<file path="src/rtl/fetch_unit.sv">
// Instruction fetch: owns the PC, reads imem over req/ack, returns words in order via a 2-entry buffer.
// Ack in cycle N is on instr in N+1; stall holds the head, and a request only issues when its reply has a slot.
module fetch_unit #(
  parameter logic [31:0] RESET_PC = 32'h0000_0000
) (
  input  logic        clk,
  input  logic        reset_n,
  output logic        imem_req,
  output logic [31:0] imem_addr,
  input  logic        imem_ack,
  input  logic [31:0] imem_rdata,
  input  logic        redirect,
  input  logic [31:0] redirect_pc,
  input  logic        stall,
  output logic        instr_valid,
  output logic [31:0] instr,
  output logic [5:0]  op,
  output logic [31:0] instr_pc,
  output logic [31:0] instr_pcplus4
);

  typedef enum logic [1:0] {S_IDLE = 2'd0, S_WAIT = 2'd1, S_DRAIN = 2'd2} state_t;

  typedef struct packed {
    logic [31:0] dat;
    logic [31:0] pc;
  } entry_t;

  state_t      r_state;
  state_t      w_state_nxt;
  logic [31:0] r_pc;
  logic [31:0] r_addr;
  entry_t      r_head;
  entry_t      r_skid;
  entry_t      w_new;
  logic        r_head_vld;
  logic        r_skid_vld;
  logic [1:0]  w_occ;
  logic [1:0]  w_occ_nxt;
  logic        w_pop;
  logic        w_push;
  logic        w_room;
  logic [31:0] w_redir_pc;

  assign w_redir_pc = redirect_pc & 32'hFFFF_FFFC;
  assign w_occ      = {1'b0, r_head_vld} + {1'b0, r_skid_vld};
  assign w_pop      = r_head_vld & ~stall & ~redirect;
  assign w_push     = imem_req & imem_ack & (r_state == S_WAIT) & ~redirect;
  assign w_occ_nxt  = w_occ + {1'b0, w_push} - {1'b0, w_pop};
  assign w_room     = (w_occ_nxt <= 2'd1);
  assign w_new      = '{dat: imem_rdata, pc: r_pc};

  always_ff @(posedge clk or negedge reset_n) begin
    if (!reset_n) begin
      r_state <= S_IDLE;
    end else begin
      r_state <= w_state_nxt;
    end
  end

  // An unacked request at redirect time must still complete, so its reply is drained and dropped.
  always_comb begin
    w_state_nxt = r_state;
    case (r_state)
      S_IDLE: begin
        if (redirect || w_room) w_state_nxt = S_WAIT;
      end
      S_WAIT: begin
        if (redirect) begin
          w_state_nxt = imem_ack ? S_WAIT : S_DRAIN;
        end else if (imem_ack && !w_room) begin
          w_state_nxt = S_IDLE;
        end
      end
      S_DRAIN: begin
        if (imem_ack) w_state_nxt = S_WAIT;
      end
      default: w_state_nxt = S_IDLE;
    endcase
  end

  always_comb begin
    imem_req      = (r_state != S_IDLE);
    imem_addr     = (r_state == S_DRAIN) ? r_addr : r_pc;
    instr_valid   = r_head_vld;
    instr         = r_head_vld ? r_head.dat : 32'h0;
    op            = r_head_vld ? r_head.dat[31:26] : 6'h0;
    instr_pc      = r_head_vld ? r_head.pc : 32'h0;
    instr_pcplus4 = r_head_vld ? (r_head.pc + 32'd4) : 32'h0;
  end

  // r_addr remembers the address on the bus so DRAIN can keep it stable after pc moves.
  always_ff @(posedge clk or negedge reset_n) begin
    if (!reset_n) begin
      r_pc   <= RESET_PC;
      r_addr <= RESET_PC;
    end else begin
      if (r_state == S_WAIT) r_addr <= r_pc;
      if (redirect) begin
        r_pc <= w_redir_pc;
      end else if (w_push) begin
        r_pc <= r_pc + 32'd4;
      end
    end
  end

  always_ff @(posedge clk or negedge reset_n) begin
    if (!reset_n) begin
      r_head     <= '0;
      r_skid     <= '0;
      r_head_vld <= 1'b0;
      r_skid_vld <= 1'b0;
    end else if (redirect) begin
      r_head_vld <= 1'b0;
      r_skid_vld <= 1'b0;
    end else begin
      case ({w_push, w_pop})
        2'b01: begin
          r_head     <= r_skid;
          r_head_vld <= r_skid_vld;
          r_skid_vld <= 1'b0;
        end
        2'b10: begin
          if (!r_head_vld) begin
            r_head     <= w_new;
            r_head_vld <= 1'b1;
          end else begin
            r_skid     <= w_new;
            r_skid_vld <= 1'b1;
          end
        end
        2'b11: begin
          if (r_skid_vld) begin
            r_head <= r_skid;
            r_skid <= w_new;
          end else begin
            r_head <= w_new;
          end
        end
        default: begin
        end
      endcase
    end
  end

endmodule

</file>
<file path="config.mk">
export PLATFORM = sky130hd
export DESIGN_NAME = fetch_unit
export DESIGN_NICKNAME = d
export VERILOG_FILES = /design/src/rtl/fetch_unit.sv
export SDC_FILE = /design/constraint.sdc
export NUM_CORES = 1
export LEC_CHECK = 0
export CAP_MARGIN = 10
export CORE_MARGIN = 2
export CORE_UTILIZATION = 50
export CTS_CLUSTER_DIAMETER = 80
export DETAILED_ROUTE_END_ITERATION = 16
export PLACE_DENSITY = 0.78
export SETUP_SLACK_MARGIN = 0.4
export SYNTH_ARGS = -nofsm -noshare
export SYNTH_HDL_FRONTEND = slang
export SYNTH_SLANG_ARGS = --single-unit
</file>
<file path="constraint.sdc">
create_clock -name clk -period 2.43 [get_ports clk]
set_input_delay 0.3645 -clock clk [delete_from_list [all_inputs] [get_ports clk]]
set_output_delay 0.3645 -clock clk [all_outputs]
set_load 0.03 [all_outputs]
</file>
# Word-level counts from Yosys, hierarchy flattened

Cells that the tools add are included.

Reductions and logical operators: 13
Order comparisons: 1
Eq/ne operators: 12
Bitwise operators: 7
Muxes and demuxes: 24
$add $sub $neg: 5

Operator list:

| operator              | count |
|---|---|
| $mux 64               | 4 |
| $mux 32               | 6 |
| $pmux 64 s3           | 1 |
| $pmux 64 s2           | 1 |
| $add 32x3->32 const B | 2 |
| $mux 2                | 5 |
| $ne 2x2->1 const B    | 5 |
| $eq 2x2->1 const B    | 3 |
| $mux 6                | 1 |
| $ne 3x3->1 const B    | 2 |
| $pmux 2 s3            | 1 |
| $reduce_and 3->1      | 2 |
| $reduce_bool 2->1     | 3 |
| $reduce_bool 3->1     | 2 |
| $and 1x1->1           | 5 |
| $eq 2x1->1 const B    | 2 |
| $pmux 1 s2            | 2 |
| $reduce_and 4->1      | 1 |
| $mux 1                | 3 |
| $add 1x1->2           | 1 |
| $add 2x1->2           | 1 |
| $le 2x1->1 const B    | 1 |
| $logic_not 2->1       | 1 |
| $not 1->1             | 2 |
| other kinds (5)       | 5 |

Register bits: 196
Input bits: 69
Logic and storage cells: 71
Output and inout bits: 136

# Logic depth before layout (Yosys ltp)

Gate-level depths: netlist of the first run.

Depth in word-level cells: 12
Depth in mapped cells: 10
Mapped depth without buffers: 9

# Least setup slack after synthesis of the first run

Ideal clock, no wire load.

Path kind: register to output
Start: reg r_head[12] (netlist bit)
End: out instr_pcplus4[20]
Stages on the path, launching flop included: 7
Path buffers: 2
Data arrival time: 2093 ps
Path slack: -28 ps
Required time: 2066 ps
Cells stage by stage: dfrtp_1 > clkbuf_2 > nand4_1 > or4_4 > buf_6 > or3_1 > a21oi_1

Cells in the longest elaborated chain, start to end: 2

Ends and longest elaborated chain:

| element                  | line | RTL |
|---|---|---|
| start: declaration       | 33   | `entry_t r_head;` |
| start signal: assignment | 119  | `r_head <= r_skid;` |
| start signal: assignment | 125  | `r_head <= w_new;` |
| start signal: assignment | 134  | `r_head <= r_skid;` |
| $add 32x3->32            | 89   | `instr_pcplus4 = r_head_vld ? (r_head.pc + 32'd4) : 32'h0;` |
| $mux 32                  | 89   |  |
| end: declaration         | 19   | `output logic [31:0] instr_pcplus4` |

Every way passes these cells.

# Worst setup path after layout of the first run

Start: reg r_head[9] (netlist bit)
End: out instr_pcplus4[22]

The elaborated chain is that of the path after synthesis.

==> results of run 1 <==
==> power by group <==
part	leakage (nW)	internal (W)	total (W)	switching [W]
registers	2.36	0.00412	0.00507	0.000949
clock network	0.282	0.00145	0.00285	0.00139
logic	4.79	0.00269	0.00540	0.00270
==> worst max path at each step <==
stage / end / startpoint
global route: instr_pcplus4[31] / r_head[9]$_DFFE_PN0P_
global placement: instr_pcplus4[25] / r_head[8]$_DFFE_PN0P_
CTS: instr_pcplus4[21] / r_head[8]$_DFFE_PN0P_
detailed placement: instr_pcplus4[25] / r_head[8]$_DFFE_PN0P_
finish: instr_pcplus4[22] / r_head[9]$_DFFE_PN0P_
floorplan: instr_pcplus4[20] / r_head[9]$_DFFE_PN0P_
==> cells in the final DEF (no fill, tap or decap), types with 14 or more instances in the layout <==
| master | instances |
|---|---|
| and2_1 | 30 |
| and2_4 | 28 |
| buf_12 | 41 |
| buf_4 | 64 |
| buf_6 | 105 |
| clkbuf_16 | 31 |
| clkdlybuf4s50_1 | 65 |
| dfrtp_1 | 178 |
| mux2_2 | 30 |
| mux2_4 | 103 |
| mux2i_1 | 48 |
| nand2_1 | 56 |
| nand2_2 | 25 |
| nand2_4 | 24 |
| nand3_1 | 18 |
| nand4_1 | 15 |
| nor2_1 | 44 |
| nor3_4 | 14 |
| o21ai_0 | 19 |
| o21ai_1 | 34 |
| o21ai_2 | 27 |
==> logic make-up (layout without fill, tap and decap cells) <==
family | count (synthesis) | count (layout) | share of synthesized area (%)
AOI/OAI and AO/OA | 125 | 126 | 7.09
xor gates and xnor gates | 22 | 22 | 1.93
adders and majority gates | 4 | 4 | 0.501
buffers and inverters | 103 | 380 | 4.91
DFF | 188 | 188 | 47.1
muxes | 196 | 196 | 21.3
other | 1 | 6 | 0.0375
and+or+nand+nor | 328 | 328 | 17.2
==> per-layer routing <==
layer	wire (µm)	part of all wire (%)	GRT usage [%]
met5	0	0	0
met4	2580	6.4	8.24
met3	3650	9.1	5.08
met2	19700	49	45.5
met1	14100	35	34.7
==> repair_timing <==
action | in CTS | in global routing
setup buffers | 22 | 24
gates cloned | 3 | 26
resized for setup | 643 | 314
endpoints found under the hold margin | 61 | 0
hold buffers | 1 | 0
setup endpoints to repair | 130 | 191
pin swaps | 64 | 107
==> critical path, delay by kind of cell, from the launching register on <==
| family | cells | cell delay (ns) |
|---|---|---|
| AND/OR/NAND/NOR | 3 | 0.90 |
| buffers and inverters | 2 | 0.35 |
| multiplexers | 1 | 0.31 |
| flip-flops | 1 | 0.44 |
==> state kept, by name, indices dropped and copies added, names as in the netlist <==
name / flops
instr_valid: 1
r_skid_vld: 1
r_pc: 30
r_head: 62
r_addr: 30
r_skid: 62
r_state: 2
==> metrics by stage <==
step           setup slack [ns]  total power [W]  cells
6_report                 -0.375           0.0133   1515
3_3_place_gp             -0.251          0.00825   1407
2_1_floorplan             0.220          0.00693    972
4_1_cts                  -0.336           0.0116   1465
3_5_place_dp             -0.297          0.00841   1407
5_1_grt                  -0.419           0.0138   1515
==> cell type report <==
class | instances | area [µm²]
multi-input combinational | 682 | 6240
clock inverter | 15 | 153
clock buffer | 17 | 425
timing repair buffer | 335 | 4040
tap | 265 | 332
fill | 964 | 3570
inverter | 13 | 53.8
sequential | 188 | 4720
==> results.toml, run 1 <==
[power]
max-vdd-ir-drop_mv = 0.592
power_leakage_nw = 7.42
power.density_nw_per_um2 = 834

[timing]
count_of_final_max_slew_check_failures = 0
timing.fmax_mhz = 356
total_of_endpoints_with_negative_setup_slack_in_the_final_report = 19
fin_crit_ns = 2.81
timing.setup.tns_ns = -4.85
tightestPinTransition_ns = 0.697
skew_ns = 0.00673
report.final.hold_viol_count = 0
final_min_period_over_clock_period_pct = 115
timing.slew.headroom_pct = 53.5
setup_slack_ns = -0.375
finalHoldWorstSlack_ns = 0.486
grt_setup_unrepaired = "yes"

[synthesis]
synth-edff-count = 0
ys_top_cells_by_area = "dfrtp_1 47%, mux2_2 15%, mux2i_1 6.3%, o21ai_0 4.1%, nand2_1 4.0%"
post_synth_num_cell_types = 53
ys_ff_latch = 188
yosysWarnings = 0
synth.cells.most_frequent = "188 x dfrtp_1, 133 x mux2_2, 106 x nand2_1"
synth_area_um2 = 9990
synth_flop_cell = "dfrtp_1"
synth-async-reset-ratio_pct = 100
yosysMostFrequentCell = "dfrtp_1"
post_synth.cell_area_avg_um2 = 10.3
synth.top_cell.area_share_pct = 47.1
synth_largest_area_cell = "dfrtp_1"
syn-instance-count = 967
synth-seq-area-share_pct = 47.1

[worst_setup_path]
worstSetupEndpointType = "primary output"
max_stage_delay_ns = 0.59
timing.reg2reg.setup_slack_ns = 0.18
cp.required_ns = 2.07
r2r.worst_path.cells = 10
regToRegEndpoint = "r_head[10]$_DFFE_PN0P_"
path_max_fanout = 5
arrival_time_at_the_worst_endpoint_ns = 2.44
critical_path_class = "flip-flop to primary output"
timing.critical_path.cells = "nand4_4 -> or4_4 -> buf_6 -> nor3_4 -> mux2_4 -> buf_4"
startpoint_type = "flip-flop"
origin_of_the_critical_flop_to_flop_path = "r_state[0]$_DFFE_PN0P_"
cp_max_delay_cell = "or4_4"

[global_route]
grt_antenna_before_repair = 0
gr-usage-all-layers_pct = 26.7
maximum_number_of_pins_on_one_net_before_global_route_repair = 125
grt_pass1_wl_um = 45300
grt_pass1_vias = 8296
gr-total-overflow = 0

[final_layout]
antenna_cells_inserted = 0
layout-drive-gt1-share_pct = 49.4
numnets_final = 1310
syn2layout_area_growth_pct = 59.7
finalCoreUtilization_pct = 81.7
post-route-cell-area_um2 = 16000

[status]
violations = "setup timing"
status = "finished, violations left"

[worst_hold_path]
worst_min_delay_path_category = "input pin to flip-flop"
min_path_cells = 3
min_from = "redirect_pc[24]"
holdPathEnd = "r_pc[24]$_DFFE_PN0N_"

[floorplanning]
core_um2 = 19500
chipHeight_um = 145
rows = 51
i_o_pin_total = 205
floorplan.initialDensity_pct = 51.2
die-area_um2 = 21100
die-width_um = 145

[detailed_routing]
drt-vias-per-instance = 6.28
routed-via-count = 9517
drc = 0
drt_pre_antenna_iters = 5
number_of_drc_markers_after_the_initial_detailed_route_iteration = 834
route.detailed.wl_per_inst_um = 26.4
wl_um = 40000
post_route_ant_nets = 0

[clocking]
path_clk_slew_ns = 0.08
cts_tree = "done"
cts.sink_count = 188
clock_tree.root_cell = "clkbuf_16"
cts_max_path_buffers = 2
cts-buffers-inserted = 17
clkLatencyLatePin_ns = 0.44
htree_levels = 4

[placed_design]
detailed_place_hpwl_um = 18000
placement.cell_area_um2 = 12700
place_congestion = 0.867
io_buffer_count = 196

[flow_run]
cap_violations = 0
Power figures use the tool's default switching activity.
==> run 2, diff against run 1 <==
Settings changed: CTS_CLUSTER_SIZE from default to 28.
==> results of run 2 <==
No change in the layout: final DEF, timing and power equal those of run 1.
